<file path="config.mk">
export PLATFORM = sky130hd
export DESIGN_NAME = jump_ctrl
export DESIGN_NICKNAME = d
export VERILOG_FILES = /design/src/rtl/jump_ctrl.sv
export SDC_FILE = /design/constraint.sdc
export NUM_CORES = 1
export LEC_CHECK = 0
export ABC_AREA = 1
export BUFFER_PORTS_ARGS = -buffer_cell sky130_fd_sc_hd__buf_2
export CORE_MARGIN = 2
export CORE_UTILIZATION = 25
export CTS_CLUSTER_SIZE = 10
export DETAILED_ROUTE_END_ITERATION = 8
export MAX_ROUTING_LAYER = met4
export PLACE_DENSITY = 0.65
export SLEW_MARGIN = 15
export SYNTH_ARGS = -nofsm -noshare
export SYNTH_HDL_FRONTEND = slang
export SYNTH_SLANG_ARGS = --single-unit
</file>
<file path="constraint.sdc">
create_clock -name clk -period 1.5 [get_ports clk]
set_input_delay 0.075 -clock clk [delete_from_list [all_inputs] [get_ports clk]]
set_output_delay 0.075 -clock clk [all_outputs]
set_load 0.01 [all_outputs]
</file>
<file path="src/rtl/jump_ctrl.sv">
`default_nettype none
// ============================================================================
//  Module   : jump_ctrl
//  Purpose  : Pipeline sequencing controller. Arbitrates PC redirection between
//             EX-stage mispredict recovery and ID-stage predicted jumps, and
//             produces stall/flush vectors for load-use hazards and
//             multi-cycle divider holds.
//  Revision : 1.0 - initial release
// ----------------------------------------------------------------------------
//  Ports
//    clk                 system clock
//    rstn                asynchronous active-low reset
//    prd_jump_en_i       predictor requests a taken jump (ID)
//    prd_jump_addr_i     predicted target
//    ex_redirect_en_i    EX resolved a mispredict, redirect required
//    ex_redirect_addr_i  correct target from EX
//    ld_use_i            load-use hazard detected in ID
//    div_start_i         divider op entering EX this cycle
//    div_done_i          divider result valid
//    pc_jump_en_o        redirect PC this cycle
//    pc_jump_addr_o      redirect target (0 when no redirect)
//    stall_o             hold: bit0 pc, bit1 if_id, bit2 id_ex
//    flush_o             bubble insert: bit0 if_id, bit1 id_ex
//    div_timeout_o       one-cycle pulse after a divider wait timed out
//    state_o             current FSM state (debug)
//    prd_cnt_o           accepted predictor jumps   (JUMP_CTRL_PERF_EN only)
//    miss_cnt_o          EX redirect cycles          (JUMP_CTRL_PERF_EN only)
//
//  Build option
//    JUMP_CTRL_PERF_EN   when defined, adds the two 32-bit performance counters
// ============================================================================
module jump_ctrl #(
  parameter int ADDR_W      = 32,
  parameter int DIV_TIMEOUT = 40,
  parameter int CNT_W       = 6
) (
  input  logic              clk,
  input  logic              rstn,
  input  logic              prd_jump_en_i,
  input  logic [ADDR_W-1:0] prd_jump_addr_i,
  input  logic              ex_redirect_en_i,
  input  logic [ADDR_W-1:0] ex_redirect_addr_i,
  input  logic              ld_use_i,
  input  logic              div_start_i,
  input  logic              div_done_i,
  output logic              pc_jump_en_o,
  output logic [ADDR_W-1:0] pc_jump_addr_o,
  output logic [2:0]        stall_o,
  output logic [1:0]        flush_o,
  output logic              div_timeout_o,
  output logic [1:0]        state_o
`ifdef JUMP_CTRL_PERF_EN
  ,
  output logic [31:0]       prd_cnt_o,
  output logic [31:0]       miss_cnt_o
`endif
);

  typedef enum logic [1:0] {
    ST_RUN      = 2'd0,
    ST_DIV_WAIT = 2'd1,
    ST_RECOVER  = 2'd2,
    ST_ILLEGAL  = 2'd3
  } state_e;

  // Counter value of the last DIV_WAIT cycle before a forced exit.
  localparam logic [CNT_W-1:0] C_CNT_LAST = CNT_W'(DIV_TIMEOUT - 1);
  localparam logic [CNT_W-1:0] C_CNT_MAX  = {CNT_W{1'b1}};

  state_e           state_q, state_d;
  logic [CNT_W-1:0] cnt_q, cnt_d;
  logic             timeout_q, timeout_d;
  logic             prd_accept;

  // --------------------------------------------------------------------------
  // Arbitration: outputs and next state are decoded from the current state and
  // inputs in strict priority order.
  // --------------------------------------------------------------------------
  always_comb begin
    pc_jump_en_o   = 1'b0;
    pc_jump_addr_o = '0;
    stall_o        = 3'b000;
    flush_o        = 2'b00;
    state_d        = ST_RUN;
    cnt_d          = '0;
    timeout_d      = 1'b0;
    prd_accept     = 1'b0;

    if (ex_redirect_en_i) begin
      // Mispredict recovery overrides everything, including a divider hold
      // (the divide in EX is on the wrong path and is abandoned silently).
      pc_jump_en_o   = 1'b1;
      pc_jump_addr_o = ex_redirect_addr_i;
      flush_o        = 2'b11;
      state_d        = ST_RECOVER;
    end else begin
      case (state_q)
        ST_DIV_WAIT: begin
          if (div_done_i) begin
            state_d = ST_RUN;
          end else if (cnt_q == C_CNT_LAST) begin
            // Give up on the divider: release the pipe now, flag it next cycle.
            state_d   = ST_RUN;
            timeout_d = 1'b1;
          end else begin
            stall_o = 3'b111;
            state_d = ST_DIV_WAIT;
            cnt_d   = (cnt_q == C_CNT_MAX) ? cnt_q : cnt_q + 1'b1;
          end
        end

        ST_RUN, ST_RECOVER: begin
          if (div_start_i) begin
            // A divide that completes in its first cycle needs no hold; it
            // still owns this cycle, so lower-priority requests are dropped.
            if (!div_done_i) begin
              stall_o = 3'b111;
              state_d = ST_DIV_WAIT;
            end
          end else if (ld_use_i) begin
            stall_o = 3'b011;
            flush_o = 2'b10;
          end else if (prd_jump_en_i && (state_q == ST_RUN)) begin
            // In RECOVER the ID stage holds a flushed bubble, so any
            // predictor request there is stale and must be ignored.
            pc_jump_en_o   = 1'b1;
            pc_jump_addr_o = prd_jump_addr_i;
            flush_o        = 2'b01;
            prd_accept     = 1'b1;
          end
        end

        default: begin
          // Unreachable encoding: drive nothing and return to RUN.
          state_d = ST_RUN;
        end
      endcase
    end
  end

  // --------------------------------------------------------------------------
  // State, wait counter and timeout pulse.
  // --------------------------------------------------------------------------
  always_ff @(posedge clk or negedge rstn) begin
    if (!rstn) begin
      state_q   <= ST_RUN;
      cnt_q     <= '0;
      timeout_q <= 1'b0;
    end else begin
      state_q   <= state_d;
      cnt_q     <= cnt_d;
      timeout_q <= timeout_d;
    end
  end

  assign div_timeout_o = timeout_q;
  assign state_o       = state_q;

`ifdef JUMP_CTRL_PERF_EN
  logic [31:0] prd_cnt_q;
  logic [31:0] miss_cnt_q;

  // Free-running event counters; wrap modulo 2^32 by natural overflow.
  always_ff @(posedge clk or negedge rstn) begin
    if (!rstn) begin
      prd_cnt_q  <= '0;
      miss_cnt_q <= '0;
    end else begin
      if (prd_accept) begin
        prd_cnt_q <= prd_cnt_q + 32'd1;
      end
      if (ex_redirect_en_i) begin
        miss_cnt_q <= miss_cnt_q + 32'd1;
      end
    end
  end

  assign prd_cnt_o  = prd_cnt_q;
  assign miss_cnt_o = miss_cnt_q;
`else
  // Acceptance strobe only feeds the performance counters.
  logic unused_prd_accept;
  assign unused_prd_accept = prd_accept;
`endif

endmodule
`default_nettype wire

</file>
==> implementation parameters, run 1 <==
Parameter                              Value

Route
  Detailed router's first-iteration violation count    76
  Via count    1,523
  Detailed Route WL    3.56 mm
  Vias per inst    around 4.5
  Post-DR wirelength/cell    between 10 and 15 um
  Post-route DRC violation count    0
  First-pass DRT Iterations    4
  Final ANT Viol Nets    0

Worst setup path
  Reg2reg setup slack    250 ps
  Required time at the worst-slack endpoint    1420 ps
  Critical Path AT    1440 ps
  Reg-to-reg startpoint    cnt_q[1]
  CP Capture Point    pc_jump_addr_o[4]
  Endpoint class of the critical path    output port
  Worst setup path startpoint    state_o[0]
  Worst reg2reg path depth    5
  Endpoint of the worst register-to-register path    cnt_q[0]
  Category of the worst setup path launch point    register
  Critical-path maximum fanout    33
  WS Path Type    register to output port

Cells and area
  Commonest cells after routing, fill and taps aside    sky130_fd_sc_hd__buf_2 (111), sky130_fd_sc_hd__nand2_1 (82), sky130_fd_sc_hd__o21ai_2 (29)
  Fillcell total    458
  Area of the multi-input gates    782 sq um
  Synth-to-Final Area Change    61.8%
  Count of inserted antenna diode cells    0
  Non-filler cells, final    341
  Number of nets at the end of the flow    approximately 360
  Sequential cell area    226 sq um
  Leading cell type in the layout, fill and taps excluded    sky130_fd_sc_hd__buf_2
  Share of layout cells above drive strength 1    55.4%
  Utilization after layout    41.6%

Global routing
  Global-route wire length before repair    between 5 and 6 mm
  Number of antenna violations at the first check in global routing    0
  Pin count of the biggest net entering global routing    36
  Overall global routing resource usage    14.2%
  Total gr overflow    0
  Via count of the first global-routing pass    ~1,300

Logic synthesis
  Synthesis Warnings    0
  Syn_nets    252
  Cell area after synthesis    1100 sq um
  Total of flip-flops plus latches after synthesis    9
  Sequential element share of the synthesized area    20.4%
  Post-synthesis area per instance    6.13 sq um
  Cell count after synthesis    180
  Number of distinct library cell variants in the gate-level netlist after synthesis    17

Floorplan
  Placeable Area    4290 sq um
  Boundary Pins    112
  Effective utilization at floorplan    about 26%
  Die width    around 70 um
  Cell Rows    24
  Die H    approximately 70 um
  Die outline area    just under 5000 sq um

Place
  Count of buffers from port buffering    111
  Post-DP HPWL    around 2.8 mm
  Total instance count after detailed placement    ~330
  Placer's final routability congestion estimate    0.808

Clock network
  Maximum number of buffers from clock root to sink    2
  TritonCTS Sinks    9
  Clock tree from TritonCTS    yes
  Later-pin clock latency in the skew report    between 200 and 250 ps
  Num CTS Buffers    3
  Deepest level of the CTS H-tree    1
  CTS root buffer    sky130_fd_sc_hd__clkbuf_8
  Register clock-pin slew on the reported worst setup and hold paths    40 ps

Status
  Failing checks    setup timing
  Result of the run    complete, but fails checks

STA
  Smallest setup slack after layout    -20.0 ps
  Number of hold-slack violations in the final timing report    0
  Worst setup skew after layout    around 1.3 ps
  RSZ-0062 raised after global routing    true
  Final cycle utilization of the critical path    101%
  Worst slew slack as a fraction of its limit    76.8%
  Count of final setup violators    5
  Measured slew at the worst slew-check pin    ~350 ps
  Final-report max-slew violation count    0
  Highest Clock Rate    658 MHz
  Clock period minus worst slack    1520 ps

Pwr
  PD cells    486 nW/um^2
  Lkg Pwr    between 0.9 and 1 nW
  Maximum resistive drop on vdd    447 uV

Min path
  Hold Crit Depth    4
  Type of the tightest min-delay check    primary input to register

Flow run
  Number of max-cap violations    0
[what timing repair did]
| item | CTS | global route |
|---|---|---|
| hold buffers | 1 | 0 |
| hold endpoints to repair | 9 | 0 |
| gates resized for setup | 9 | 2 |
| pin swaps | 0 | 1 |
| buffers inserted | 2 | 0 |
| setup endpoints to repair | 14 | 37 |
[cell usage after synthesis]
| master | count | area, sq um |
|---|---|---|
| sky130_fd_sc_hd__a21oi_1 | 4 | 20.0 |
| sky130_fd_sc_hd__buf_2 | 4 | 20.0 |
| sky130_fd_sc_hd__buf_4 | 2 | 15.0 |
| sky130_fd_sc_hd__buf_6 | 3 | 33.8 |
| sky130_fd_sc_hd__clkbuf_1 | 3 | 11.3 |
| sky130_fd_sc_hd__clkinv_2 | 1 | 5.00 |
| sky130_fd_sc_hd__dfrtp_1 | 9 | 225 |
| sky130_fd_sc_hd__ha_1 | 1 | 12.5 |
| sky130_fd_sc_hd__inv_1 | 9 | 33.8 |
| sky130_fd_sc_hd__nand2_1 | 83 | 312 |
| sky130_fd_sc_hd__nand3_1 | 8 | 40.0 |
| sky130_fd_sc_hd__nand3_2 | 2 | 20.0 |
| sky130_fd_sc_hd__nand4_1 | 1 | 6.26 |
| sky130_fd_sc_hd__nor2_1 | 12 | 45.0 |
| sky130_fd_sc_hd__nor3_2 | 1 | 10.0 |
| sky130_fd_sc_hd__o21ai_0 | 8 | 40.0 |
| sky130_fd_sc_hd__o21ai_2 | 29 | 254 |
[how the worst min path moves through the flow]
stage,start,to,slack (ps)
after detailed placement,rstn,cnt_q[0],-60
after global placement,rstn,cnt_q[2],-60
after global routing,div_done_i,state_o[0],160
final,div_done_i,state_o[0],150
after floorplan,rstn,cnt_q[0],-220
after CTS,div_done_i,state_o[0],140
[cell type report]
cell class	instances	area share (%)
tap	52	3.64
multi-input combinational	149	43.8
sequential	9	12.7
inverter	10	2.17
clock buffer	4	2.52
timing repair buffer	117	35.2
[through the flow]
stage               TNS (ps)  hold slack, ps  instance area [sq um]  setup WS [ps]  power [W]
global route           -2720             161                   1790           -113   0.000935
finish                 -48.7             150                   1790          -20.0   0.000867
detailed placement         0           -63.5                   1690           95.0   0.000594
CTS                     -112             138                   1780          -18.6   0.000880
global placement           0           -60.7                   1690            133   0.000593
floorplan                  0            -221                   1100           50.4   0.000428
[per-layer routing]
layer | part of all wire (%) | global-route usage (%)
met1 | 45 | 17.6
met2 | 46 | 23.9
met3 | 8.5 | 2.60
met4 | 0.90 | 2.99
met5 | 0 | -
[flip-flops by register name, summed over array words and instances, names as in the netlist]
| signal | count |
|---|---|
| cnt_q | 6 |
| div_timeout_o | 1 |
| state_o | 2 |
[kinds of logic after synthesis]
| family | after synthesis | synth area share [%] |
|---|---|---|
| adder cells (fa/ha/maj) | 1 | 1.13 |
| AO/OA/AOI/OAI | 41 | 28.5 |
| buffers and inverters | 22 | 10.8 |
| AND/OR/NAND/NOR | 107 | 39.2 |
| flip-flops | 9 | 20.4 |
[where the power goes]
group	internal (W)	leakage (nW)	switching, W	total (W)
clock network	0.000184	0.0228	0.0000876	0.000272
registers	0.000247	0.121	0.00000356	0.000251
logic	0.000163	0.855	0.000182	0.000345
[worst max-delay path, cell delays in order (launching register included)]
cell	delay, ps
sky130_fd_sc_hd__dfrtp_2	430
sky130_fd_sc_hd__nor3_2	180
sky130_fd_sc_hd__nand3_2	110
sky130_fd_sc_hd__buf_12	190
sky130_fd_sc_hd__o21ai_2	140
sky130_fd_sc_hd__buf_2	150
Note: power is estimated with default switching activity, not from simulation.
==> run 2: changes to the inputs <==
--- a/config.mk
+++ b/config.mk
@@ -12,7 +12,6 @@
 export CTS_CLUSTER_SIZE = 10
 export DETAILED_ROUTE_END_ITERATION = 8
 export MAX_ROUTING_LAYER = met4
-export PLACE_DENSITY = 0.65
 export SLEW_MARGIN = 15
 export SYNTH_ARGS = -nofsm -noshare
 export SYNTH_HDL_FRONTEND = slang
==> implementation parameters, run 2 (synthesis gave the netlist of run 1 again) <==
Parameter                              Value

Cells and area
  Commonest cells after routing, fill and taps aside    sky130_fd_sc_hd__buf_2 (111), sky130_fd_sc_hd__nand2_1 (82), sky130_fd_sc_hd__o21ai_2 (30) (was sky130_fd_sc_hd__buf_2 (111), sky130_fd_sc_hd__nand2_1 (82), sky130_fd_sc_hd__o21ai_2 (29))
  Final instance area    1810 sq um (was 1790 sq um)
  Leading cell type in the layout, fill and taps excluded    sky130_fd_sc_hd__buf_2 (unchanged)
  Synth-to-Final Area Change    64.3% (was 61.8%)
  Register with the highest flop count    cnt_q (unchanged)
  Share of layout cells above drive strength 1    56.1% (was 55.4%)
  Count of inserted antenna diode cells    0 (unchanged)
  Number of nets at the end of the flow    367 (was 362)
  Flip-flop count of the largest register, all copies and words added    6 (unchanged)

Pwr
  Switching fraction of total power    32.3% (was 31.5%)
  Lkg Pwr    1.02 nW (was 0.999 nW)
  PD cells    484 nW/um^2 (was 486 nW/um^2)
  Power share of the sequential group    28.4% (was 28.9%)
  Power share of the clock group    32.2% (was 31.4%)
  Internal Pwr Total    0.000594 W (about the same)
  Maximum resistive drop on vdd    560 uV (was 447 uV)
  Switching power summed over all nets    0.000284 W (was 0.000273 W)
  Fraction of power consumed by combinational cells    39.4% (was 39.7%)

Global routing
  Pin count of the biggest net entering global routing    36 (unchanged)
  Total gr overflow    0 (unchanged)
  Number of antenna violations at the first check in global routing    0 (unchanged)
  Via count of the first global-routing pass    1,332 (was 1,309)
  Global-route wire length before repair    5.96 mm (was 5.70 mm)
  Overall global routing resource usage    14.9% (was 14.2%)

Worst setup path
  Kind of cell adding the most delay to the critical path    flip-flops (unchanged)
  Critical-path maximum fanout    33 (unchanged)
  Endpoint class of the critical path    output port (unchanged)
  Required time at the worst-slack endpoint    1420 ps (about the same)
  Category of the worst setup path launch point    register (unchanged)
  Slowest cell on the critical path    sky130_fd_sc_hd__dfrtp_1 (was sky130_fd_sc_hd__dfrtp_2)
  WS Path Type    register to output port (unchanged)
  Number of buffer and inverter stages on the critical path    2 (unchanged)
  Critical Path AT    1420 ps (was 1440 ps)
  Cell breakdown of the critical path    nor3_2 > nand3_2 > buf_12 > o21ai_2 > buf_2 (unchanged)
  Slowest cell delay on critical path    400 ps (was 430 ps)

Route
  Post-route DRC violation count    0 (unchanged)
  Detailed Route WL    3.67 mm (was 3.56 mm)
  Final ANT Viol Nets    0 (unchanged)
  Detailed router's first-iteration violation count    43 (was 76)
  First-pass DRT Iterations    4 (unchanged)
  Post-DR wirelength/cell    10.6 um (was 10.4 um)
  Via count    1,532 (was 1,523)
  Vias per inst    4.43 (was 4.47)

Place
  Cell area reported after detailed placement    1700 sq um (was 1690 sq um)
  Placer's final routability congestion estimate    0.789 (was 0.808)
  Post-DP HPWL    2.85 mm (was 2.76 mm)
  Count of buffers from port buffering    111 (unchanged)

Clock network
  Num CTS Buffers    3 (unchanged)
  Later-pin clock latency in the skew report    240 ps (was 230 ps)
  Deepest level of the CTS H-tree    1 (unchanged)
  TritonCTS Sinks    9 (unchanged)
  Register clock-pin slew on the reported worst setup and hold paths    40 ps (about the same)
  CTS root buffer    sky130_fd_sc_hd__clkbuf_8 (unchanged)
  Maximum number of buffers from clock root to sink    2 (unchanged)
  Clock tree from TritonCTS    yes (unchanged)

Floorplan
  Boundary Pins    112 (unchanged)
  Die outline area    4960 sq um (unchanged)
  Cell Rows    24 (unchanged)
  Effective utilization at floorplan    25.7% (unchanged)
  Placeable Area    4290 sq um (unchanged)
  Die width    70.4 um (unchanged)
  Die H    70.4 um (unchanged)

STA
  RSZ-0062 raised after global routing    true (unchanged)
  Worst slew slack as a fraction of its limit    77.1% (was 76.8%)
  Final-report max-slew violation count    0 (unchanged)
  Highest Clock Rate    669 MHz (was 658 MHz)
  Worst hold-check slack    151 ps (was 150 ps)
  Summed negative setup slack over all endpoints    0 ps (was -48.7 ps)
  Number of hold-slack violations in the final timing report    0 (unchanged)
  Count of final setup violators    0 (was 5)
  Clock period minus worst slack    1490 ps (was 1520 ps)
  Final cycle utilization of the critical path    99.6% (was 101%)
  Measured slew at the worst slew-check pin    343 ps (was 348 ps)
  Worst setup skew after layout    5.66 ps (was 1.30 ps)

Status
  Result of the run    finished clean (was complete, but fails checks)

Min path
  Type of the tightest min-delay check    primary input to register (unchanged)

Flow run
  Number of max-cap violations    0 (unchanged)
[run 2: cell types whose count changed in the layout (fill, tap and decap cells not counted), sizes merged]
cell  change
buf       +5
[run 2: final cells by class]
class,count,area (sq um)
multi-input cells,149,786
inverters,10,38.8
well taps,52,65.1
flip-flops and latches,9,225
repair buffers,122,653
clock buffers,4,45.0
fillers,466,2480
[run 2: final timing paths]
kind	to	cells past startpoint	startpoint	slack, ps
setup / recovery	pc_jump_addr_o[21]	5	state_o[1]	6
max in group asynchronous	state_o[1]	2	rstn	1100
hold reg to reg	cnt_q[2]	2	cnt_q[2]	640
setup reg to reg	cnt_q[0]	5	cnt_q[1]	240
min in group asynchronous	cnt_q[3]	2	rstn	220
hold / removal	state_o[0]	4	div_done_i	150
[run 2: layer usage]
metal  part of all wire (%)  global-route usage [%]  up-vias
li1                       -                       -      805
met1                     43                    18.9      657
met2                     48                    24.4       66
met3                    8.2                    2.89        4
met4                    1.3                    3.85        0
met5                      0                       -        -
[run 2: worst reg2reg max path, delay by kind of cell, from the launching register on]
family                     cells  cell delay [ps]
adders and majority gates      1              210
AOI/OAI and AO/OA              1              140
DFF                            1              360
and+or+nand+nor                3              490
[run 2: metrics by stage]
step	setup WS [ps]	cells	utilization (%)	total power, W
floorplan	50.4	180	-	0.000428
global placement	177	337	39.6	0.000593
detailed placement	143	337	39.6	0.000595
CTS	-5.37	343	41.6	0.000884
global route	-88.9	346	42.2	0.000938
finish	6.16	346	42.2	0.000878
[run 2: power by group through the flow]
stage	Clock [W]	Combinational (W)	Sequential, W
after floorplan	0	0.000174	0.000255
after global routing	0.000303	0.000385	0.000249
after detailed placement	0	0.000343	0.000253
after CTS	0.000285	0.000350	0.000249
final	0.000283	0.000346	0.000249
after global placement	0	0.000340	0.000252
[run 2: what timing repair did]
item	in CTS	in global routing
hold endpoints to repair	9	0
gates resized for setup	8	3
pin swaps	1	4
setup endpoints to repair	6	37
hold buffers	1	0
buffers inserted	1	3
